**src/rtl/adder_3_bit_sched.sv**
```systemverilog
// adder_3_bit_sched: two requesters share one 3-bit ripple full adder.
// A 6-bit add is performed in two passes (low half, then high half with
// the carry from the low half). Requesters are served round-robin, and
// the result is held until the consumer takes it.
module adder_3_bit_sched #(
  parameter int FIRST_PRIO = 0
) (
  input  logic       clk,
  input  logic       rst_n,
  input  logic       req0_valid,
  input  logic [5:0] req0_a,
  input  logic [5:0] req0_b,
  output logic       req0_ready,
  input  logic       req1_valid,
  input  logic [5:0] req1_a,
  input  logic [5:0] req1_b,
  output logic       req1_ready,
  output logic       rsp_valid,
  input  logic       rsp_ready,
  output logic [5:0] rsp_sum,
  output logic       rsp_cout,
  output logic       rsp_id
);

  localparam int DATA_W = 6;
  localparam int HALF_W = DATA_W / 2;

  typedef enum logic [1:0] {IDLE, LO, HI, DONE} state_t;

  state_t state, state_nxt;

  // Requester that wins the next tie.
  logic prio_q;

  // Grant decision made in IDLE.
  logic gnt_any;
  logic gnt_id;

  // Captured operation.
  logic [DATA_W-1:0] opa_p0;
  logic [DATA_W-1:0] opb_p0;
  logic              id_p0;

  // Low-half result.
  logic [HALF_W-1:0] sum_p1;
  logic              carry_p1;

  // Final result.
  logic [DATA_W-1:0] sum_p2;
  logic              cout_p2;

  // Shared adder operands and result {cout, sum}.
  logic [HALF_W-1:0] fa_a;
  logic [HALF_W-1:0] fa_b;
  logic              fa_cin;
  logic [HALF_W:0]   fa_out;

  // Ripple-carry 3-bit full adder: sum = a^b^c, carry = majority(a,b,c).
  function automatic logic [HALF_W:0] add3(input logic [HALF_W-1:0] a,
                                           input logic [HALF_W-1:0] b,
                                           input logic              cin);
    logic [HALF_W-1:0] s;
    logic              c;
    c = cin;
    s = '0;
    for (int i = 0; i < HALF_W; i++) begin
      s[i] = a[i] ^ b[i] ^ c;
      c    = (a[i] & b[i]) | (a[i] & c) | (b[i] & c);
    end
    return {c, s};
  endfunction

  // Route the low or high half of the captured operands into the one adder.
  always_comb begin
    fa_a   = '0;
    fa_b   = '0;
    fa_cin = 1'b0;
    if (state == LO) begin
      fa_a = opa_p0[HALF_W-1:0];
      fa_b = opb_p0[HALF_W-1:0];
    end else if (state == HI) begin
      fa_a   = opa_p0[DATA_W-1:HALF_W];
      fa_b   = opb_p0[DATA_W-1:HALF_W];
      fa_cin = carry_p1;
    end
  end

  assign fa_out = add3(fa_a, fa_b, fa_cin);

  // Next-state logic, arbitration and combinational ready.
  always_comb begin
    state_nxt  = state;
    gnt_any    = 1'b0;
    gnt_id     = 1'b0;
    req0_ready = 1'b0;
    req1_ready = 1'b0;
    case (state)
      IDLE: begin
        if (req0_valid || req1_valid) begin
          gnt_any    = 1'b1;
          gnt_id     = (req0_valid && req1_valid) ? prio_q : req1_valid;
          req0_ready = ~gnt_id;
          req1_ready = gnt_id;
          state_nxt  = LO;
        end
      end
      LO:   state_nxt = HI;
      HI:   state_nxt = DONE;
      DONE: if (rsp_ready) state_nxt = IDLE;
      default: state_nxt = IDLE;
    endcase
  end

  // State register, tie-break pointer and the low-half carry.
  always_ff @(posedge clk or negedge rst_n) begin
    if (!rst_n) begin
      state    <= IDLE;
      prio_q   <= (FIRST_PRIO != 0);
      carry_p1 <= 1'b0;
    end else begin
      state <= state_nxt;
      if (gnt_any) prio_q <= ~gnt_id;
      if (state == LO) carry_p1 <= fa_out[HALF_W];
    end
  end

  // ---- stage p0: capture operands of the granted requester ----
  // Operand capture on accept; later changes on the req ports are ignored.
  always_ff @(posedge clk) begin
    if (gnt_any) begin
      opa_p0 <= gnt_id ? req1_a : req0_a;
      opb_p0 <= gnt_id ? req1_b : req0_b;
      id_p0  <= gnt_id;
    end
  end

  // ---- stage p1 / p2: low half, then high half with carry-in ----
  // Collect each half-add result as it leaves the shared adder.
  always_ff @(posedge clk) begin
    if (state == LO) sum_p1 <= fa_out[HALF_W-1:0];
    if (state == HI) begin
      sum_p2  <= {fa_out[HALF_W-1:0], sum_p1};
      cout_p2 <= fa_out[HALF_W];
    end
  end

  // Response is visible only in DONE and reads as zero otherwise.
  always_comb begin
    rsp_valid = (state == DONE);
    rsp_sum   = rsp_valid ? sum_p2 : '0;
    rsp_cout  = rsp_valid ? cout_p2 : 1'b0;
    rsp_id    = rsp_valid ? id_p0 : 1'b0;
  end

endmodule

```
**config.mk**
```make
export PLATFORM = sky130hd
export DESIGN_NAME = adder_3_bit_sched
export DESIGN_NICKNAME = d
export VERILOG_FILES = /design/src/rtl/adder_3_bit_sched.sv
export SDC_FILE = /design/constraint.sdc
export NUM_CORES = 1
export LEC_CHECK = 0
export BUFFER_PORTS_ARGS = -buffer_cell sky130_fd_sc_hd__buf_2
export CAP_MARGIN = 10
export CORE_MARGIN = 2
export CORE_UTILIZATION = 40
export DETAILED_ROUTE_END_ITERATION = 12
export PLACE_DENSITY_LB_ADDON = 0.12
export SYNTH_ARGS = -nofsm -noshare
export SYNTH_HDL_FRONTEND = slang
export SYNTH_SLANG_ARGS = --single-unit
export TNS_END_PERCENT = 10
```
**constraint.sdc**
```tcl
create_clock -name clk -period 3 [get_ports clk]
set_clock_uncertainty 0.2 [all_clocks]
set_input_delay 0.3 -clock clk [delete_from_list [all_inputs] [get_ports clk]]
set_output_delay 0.3 -clock clk [all_outputs]
set_load 0.005 [all_outputs]
```
# ---- Yosys cells after proc, flatten, opt, wreduce, memory -nomap -nowiden
# Index checks and enable logic that the tools add are counted.
dict set report op_classes {
  mux 21
  n_reduce_logical 4
  eq_ne 5
  bitwise_logic 23
}
# op n
set op_table {}
lappend op_table {{$mux 6} 3}
lappend op_table {{$mux 3} 4}
lappend op_table {{$mux 1} 11}
lappend op_table {{$and 1x1->1} 9}
lappend op_table {{$pmux 2 s4} 1}
lappend op_table {{$or 1x1->1} 6}
lappend op_table {{$xor 1x1->1} 6}
lappend op_table {{$eq 2x2->1 const B} 2}
lappend op_table {{$mux 2} 2}
lappend op_table {{$eq 2x1->1 const B} 1}
lappend op_table {{$logic_not 2->1} 1}
lappend op_table {{$ne 2x1->1 const B} 1}
lappend op_table {{$ne 2x2->1 const B} 1}
lappend op_table {{$not 1->1} 2}
lappend op_table {{$reduce_and 2->1} 1}
lappend op_table {{$logic_and 1x1->1} 1}
lappend op_table {{$logic_or 1x1->1} 1}
dict set report word_totals {
  out_inout_bits 11
  reg_bits 27
  input_bits 29
}

# ---- Logic depth before layout (Yosys ltp)
# Gate-level depths: netlist of the first run.
dict set report logic_depth {
  depth_word 12
  ltp_mapped 10
  ltp_nobuf 9
}

# ---- Worst setup path before layout of the first run
# OpenSTA, ideal clock, no wires.
dict set report synth_path {
  kind {register -> register}
  start {reg state[0]}
  end {reg sum_p1[2] (data pin)}
  n_path_buf 1
  period_less_slack_ns 2.748
  slack_ns 0.252
  path_stages_with_launch 11
  arrival_ns 2.415
  required_ns 2.667
  path_cell_list {dfrtp_1 inv_1 ha_1 clkbuf_1 nand2_1 o21ai_0 fa_1 fa_1 inv_1 fa_1 inv_1}
}
dict set report synth_between {
  elab_chain_cells 10
}
# element line_no
set synth_rtl {}
lappend synth_rtl {{start, declared} 30} ;# state_t state, state_nxt;
lappend synth_rtl {{start signal, assigned} 121} ;# state <= state_nxt;
lappend synth_rtl {{$eq 2x2->1} 81} ;# end else if (state == HI) begin
lappend synth_rtl {{$mux 3 / $mux 1 (equally long branches)} 81}
lappend synth_rtl {{$mux 3 / $mux 1 (equally long branches)} 78} ;# if (state == LO) begin
lappend synth_rtl {{$and 1x1->1} 68} ;# c = (a[i] & b[i]) | (a[i] & c) | (b[i] & c);
lappend synth_rtl {{$or 1x1->1 (2 in series)} 68}
lappend synth_rtl {{$and 1x1->1} 68}
lappend synth_rtl {{$or 1x1->1 (2 in series)} 68}
lappend synth_rtl {{$xor 1x1->1 *} 67} ;# s[i] = a[i] ^ b[i] ^ c;
lappend synth_rtl {{net fa_out[2]} 56} ;# logic [HALF_W:0] fa_out;
lappend synth_rtl {{end signal, assigned} 140} ;# if (state == LO) sum_p1 <= fa_out[HALF_W-1:0];
lappend synth_rtl {{end, declared} 45} ;# logic [HALF_W-1:0] sum_p1;
# The timed path passes the listed nets; every way through them passes the cells marked *.
# A chain may end at the register's enable or synchronous reset.

# ---- Final worst setup path of the first run
dict set report layout_path {
  start {reg state[1]}
  end {reg sum_p2[5] (data pin)}
}
dict set report layout_between {
  elab_chain_cells 10
}
# element line_no
set layout_rtl {}
lappend layout_rtl {{$eq 2x2->1} 81}
lappend layout_rtl {{$mux 3 / $mux 1 (equally long branches)} 81}
lappend layout_rtl {{$mux 3 / $mux 1 (equally long branches)} 78}
lappend layout_rtl {{$and 1x1->1} 68}
lappend layout_rtl {{$or 1x1->1 (2 in series)} 68}
lappend layout_rtl {{$and 1x1->1} 68}
lappend layout_rtl {{$or 1x1->1 (2 in series)} 68}
lappend layout_rtl {{$xor 1x1->1 *} 67}
lappend layout_rtl {{net fa_out[2]} 56}
lappend layout_rtl {{end signal, assigned} 142} ;# sum_p2 <= {fa_out[HALF_W-1:0], sum_p1};
lappend layout_rtl {{end, declared} 49} ;# logic [DATA_W-1:0] sum_p2;
# Marked as above.

==> run summary, run 1 <==
outcome: finished clean
Hold Fails Final Rpt: 0
DRC viols: 0
Pre-antenna DRT Iters: 4
Slew HR: 0.6263
Slew @ Worst Pin: 557.9 ps
syn_area_per_cell: 13.79 µm²
post-DR wirelength/cell: 11.65 µm
clock insertion delay at the later pin of the skew report: 310 ps
largest net degree at the start of global routing: 15
layer with the highest usage: met2
share of the synthesized area in the top cell type: 0.5060
Seq/Total Area, Yosys: 0.5793
GP Congestion: 0.7698
Longest Clk Path Bufs: 2
Clock transition at path regs: 140 ps
met2 usage: 0.2352
GR Util met3: 0.02523
Sink Count: 27
Final Net Count: 182
Final setup viols: 0
Startpoint Class: flip-flop
post-route clock period utilization: 0.9171
setup TNS: 0 ps
initial DRC count: 25
Starting Density: 0.4123
post-cts sizing count: 0
VDD IR max: 0.2703 mV
top post-synthesis cells by count: edfxtp_1 (23), nand2_1 (12), mux2_4 (9)
Port Buffer Count: 39
Max Slew Vio Count: 0
multi-input logic area: 520.5 µm²
Die X: 62.42 µm
io pins: 40
Post-DP Area: 1620 µm²
Hold Crit Class: in -> reg
mapped cell area: 1365 µm²
CP Max Fanout: 8
GRT Resource Usage Total: 0.1283
post-synth top area cell: edfxtp_1
H-Tree Depth: 1
Syn Inst Count: 99
crit path kind: reg -> reg
crit path DAT: 2750 ps
largest cells by area after synthesis: edfxtp_1 (51%), mux2_4 (9.9%), dfrtp_1 (7.3%)
root buf cell: clkbuf_4
num rows: 21
Pleak: 0.7638 nW
placed wire-length estimate: 1735 µm
number of antenna violations at the first check in global routing: 0
number of global-route vias before repair: 888
total grt overflow: 0
unrepaired setup endpoints after global routing: no
max-cap viol count: 0
Die Height: 62.42 µm
GR Util met1: 0.1465
Storage cell area: 790.8 µm²
placed cell count: 185
Num CTS Buffers: 3
top_reg_cell synth: edfxtp_1
Post-synth EDFFs: 23
non-filler instance count after layout: 190
Vias per Instance: 4.553
antenna viol nets, final: 0
Ant. Diodes: 0
min cycle time layout: 2751 ps
FF+latch count, synth: 27
library cells used by synthesis: 19
Req. time, crit path: 3000 ps
Area growth syn-to-layout: 21.36%
share of cells above drive strength 1: 0.4236
final wirelength: 2213 µm
count leader, synth: edfxtp_1
Design Area, Final: 1657 µm²
PwrDens: 875.0 nW/µm²
Overall Power: 0.001449 W
via count: 865
CTS tree: done
asr flop ratio synth: 0.1481
Peak Freq: 363.5 MHz
core outline area: 3311 µm²
wire length of the first global-routing pass: 3864 µm
Fill cells: 314
DIE AREA: 3896 µm²
syn_nets: 136
Ys Warns: 0
Setup crit end kind: flip-flop
==> per-layer routing <==
| layer | routed length (µm) | share of wire | up-vias |
|---|---|---|---|
| met5 | 0 | 0 | - |
| met4 | 34 | 0.015 | 0 |
| met3 | 103 | 0.047 | 4 |
| met2 | 1136 | 0.51 | 29 |
| met1 | 938 | 0.42 | 400 |
| li1 | - | - | 432 |
==> worst max-delay path: stages, from the launching register on <==
cell and delay [ps]:
dfrtp_1 440, inv_1 120, ha_1 290, o21ai_0 180, fa_1 450, fa_1 380
inv_1 80, fa_1 420, inv_1 80
==> state kept, by name (all words and copies together) (netlist names) <==
signal,cells
sum_p1,3
opb_p0,6
state,2
sum_p2,6
cout_p2,1
prio_q,1
opa_p0,6
carry_p1,1
id_p0,1
==> cell families (layout without fill, tap and decap cells) <==
logic type,count (synthesis),in the layout,share of synthesized area
flops,27,27,0.5793
buf+inv,10,55,0.03941
mux,14,14,0.1393
simple gates,28,28,0.09532
fa+ha+maj,8,8,0.08983
compound gates,12,12,0.05683
==> power breakdown <==
group	internal, W	total, W	switching [W]
registers	0.000634	0.000690	0.0000563
logic	0.000275	0.000605	0.000331
clock network	0.0000520	0.000154	0.000102
total	0.000961	0.00145	0.000489
==> timing repair <==
action | 4_1_cts | 5_1_grt
buffers inserted | 0 | 0
hold buffers | 1 | 0
endpoints found under the hold margin | 4 | 0
endpoints found under the setup margin | 0 | 0
==> stage by stage <==
stage / hold WS (ps) / setup WS [ps] / utilization
2_1_floorplan: -195.6 / 252.5 / -
3_3_place_gp: -91.63 / 385.8 / 0.4894
3_5_place_dp: -81.68 / 271.8 / 0.4894
4_1_cts: 15.64 / 223.9 / 0.5004
5_1_grt: 23.01 / 105.0 / 0.5004
6_report: 24.36 / 248.7 / 0.5004
==> cells in the final DEF, fill, tap and decap left out <==
cell type,synthesis,layout
and2_1,8,8
clkbuf_1,2,1
mux2_2,4,4
buf_4,0,4
nor2b_1,2,2
clkbuf_4,0,3
mux2i_1,1,1
inv_1,6,6
fa_1,3,3
a21oi_1,6,6
dlygate4sd3_1,0,1
o21ai_0,4,4
mux2_4,9,9
nand2_1,12,12
inv_2,1,1
edfxtp_1,23,23
ha_1,5,5
nor2_1,6,6
o211ai_4,1,1
dfrtp_1,4,4
buf_2,0,39
a31oi_1,1,1
==> path summary, 6_finish.rpt <==
path / from / to / slack (ps) / cells past startpoint
max: state[1] / sum_p2[5] / 250 / 8
min reg2reg: sum_p1[1] / sum_p2[1] / 240 / 0
max reg2reg: state[1] / sum_p2[5] / 250 / 8
max in group asynchronous: rst_n / carry_p1 / 2390 / 2
min in group asynchronous: rst_n / state[0] / 90 / 2
min: req1_valid / prio_q / 20 / 2
==> area by class of cell <==
class                           instances  area share
Clock buffer                            4     0.01586
Multi-Input combinational cell         62      0.3142
Inverter                                7     0.01586
Tap cell                               46     0.03474
Sequential cell                        27      0.4773
Timing Repair Buffer                   44      0.1420
No activity file was read; power rests on OpenSTA's default activity.
==> run 2: changes to the inputs <==
==> constraint.sdc (replaced) <==
create_clock -name clk -period 3 [get_ports clk]
set_clock_uncertainty 0.2 [all_clocks]
set_input_delay 0 -clock clk [delete_from_list [all_inputs] [get_ports clk]]
set_output_delay 0 -clock clk [all_outputs]
set_load 0.005 [all_outputs]
==> run summary, run 2 (same netlist as run 1, synthesis figures left out) <==
outcome: finished clean
top flop regs: opa_p0 (6), opb_p0 (6), sum_p2 (6)
Peak Freq: 363.6 MHz
Starting Density: 0.4123
commonest non-fill, non-tap cells in the layout: buf_2 (39), dlygate4sd3_1 (30), edfxtp_1 (23)
H-Tree Depth: 1
most common cell after layout, fill and taps aside: buf_2
Top Family by Delay on Critical Path: adder cells
slowest CP cell: fa_1
setup TNS: 0 ps
post-DR wirelength/cell: 11.10 µm
hold worst-path end: state[1]
initial DRC count: 18
Buf+Inv Stages, Crit Path: 3
Hold Fails Final Rpt: 0
hold path cells: 4
Vias per Instance: 4.457
Slew @ Worst Pin: 562.0 ps
setup bufs post-CTS: 0
wl on met1: 974 µm
unrepaired setup endpoints after global routing: no
Top Metal Used: met4
Overall Power: 0.001523 W
metal3 WL: 86 µm
core outline area: 3311 µm²
io pins: 40
Startpoint Class: flip-flop
clock insertion delay at the later pin of the skew report: 320 ps
total grt overflow: 0
Hold Crit Class: in -> reg
Reg2Reg Depth: 8
CTS tree: done
Req. time, crit path: 3000 ps
CP Max Fanout: 8
Max Slew Vio Count: 0
Die Height: 62.42 µm
root buf cell: clkbuf_4
GRT Resource Usage Total: 0.1396
Slew HR: 0.6236
VDD IR max: 0.2908 mV
number of antenna violations at the first check in global routing: 0
antenna viol nets, final: 0
met2 routed WL: 1317 µm
largest net degree at the start of global routing: 15
Ant. Diodes: 0
Worst Hold Slack: 37.34 ps
Longest Clk Path Bufs: 2
DRC viols: 0
wire length of the first global-routing pass: 4250 µm
final wirelength: 2430 µm
min cycle time layout: 2750 ps
num rows: 21
post-route clock period utilization: 0.9167
crit path kind: reg -> reg
Clock transition at path regs: 140 ps
R2R Setup Slk: 250 ps
Die X: 62.42 µm
PwrDens: 782.4 nW/µm²
DIE AREA: 3896 µm²
crit path DAT: 2750 ps
max incr delay on CP: 450 ps
Setup crit end kind: flip-flop
worst path cell trace: inv_1 -> ha_1 -> o21ai_0 -> fa_1 -> fa_1 -> inv_1 -> fa_1 -> inv_1
Sink Count: 27
final core utilization: 0.5881
Pleak: 0.8826 nW
hold_sp: req0_valid
Final setup viols: 0
number of global-route vias before repair: 1011
Pre-antenna DRT Iters: 2
max-cap viol count: 0
Num CTS Buffers: 3
GP Congestion: 0.7698
Worst R2R Start: state[1]
via count: 976
r2r endpoint: sum_p2[5]
share of cells above drive strength 1: 0.3526
Final Net Count: 211
Area growth syn-to-layout: 42.62%
Port Buffer Count: 39
placed wire-length estimate: 1735 µm
## run 2: changes by cell type in the layout (fill, tap and decap cells not counted), sizes merged
cell | before | now
dlygate4sd3 | 1 | 30
## run 2: how the worst max path moves through the flow
stage	start	end	slack [ps]	cells after the start
final	state[1]	sum_p2[5]	250	8
after global routing	state[1]	sum_p2[5]	100	8
after CTS	state[1]	sum_p1[2]	220	8
after detailed placement	state[1]	sum_p2[5]	270	8
after global placement	state[1]	sum_p2[5]	390	8
after floorplan	state[0]	sum_p1[2]	250	10
## run 2: final cells by class
class	instances	area, µm²
flip-flops and latches	27	790.8
fillers	289	1364
clock buffers	4	26.28
repair buffers	73	525.5
multi-input cells	62	520.5
well taps	46	57.56
inverters	7	26.28
## run 2: through the flow
stage          area (µm²)  std cells  setup slack (ps)
3_3_place_gp         1620        185             385.8
6_report             1947        219             250.0
3_5_place_dp         1620        185             271.8
5_1_grt              1947        219             97.72
4_1_cts              1947        219             223.9
2_1_floorplan        1365         99             252.5
## run 2: where the power goes
part | switching, W | internal (W)
logic | 0.000341 | 0.000339
registers | 0.0000569 | 0.000634
clock network | 0.000100 | 0.0000520
## run 2: timing repair
| action | CTS | global route |
|---|---|---|
| hold endpoints to repair | 18 | 0 |
| resized for setup | 0 | 0 |
| hold buffers | 30 | 0 |
## run 2: worst reg2reg max path, cell delays in order (launching register included)
cell,delay [ps]
dfrtp_1,440
inv_1,120
ha_1,290
o21ai_0,180
fa_1,450
fa_1,380
inv_1,80
fa_1,420
inv_1,80
## run 2: metal layers
| metal | vias to the layer above | track usage |
|---|---|---|
| met4 | 0 | 0.05000 |
| met5 | - | 0 |
| met2 | 31 | 0.2688 |
| li1 | 490 | - |
| met1 | 449 | 0.1523 |
| met3 | 6 | 0.02342 |
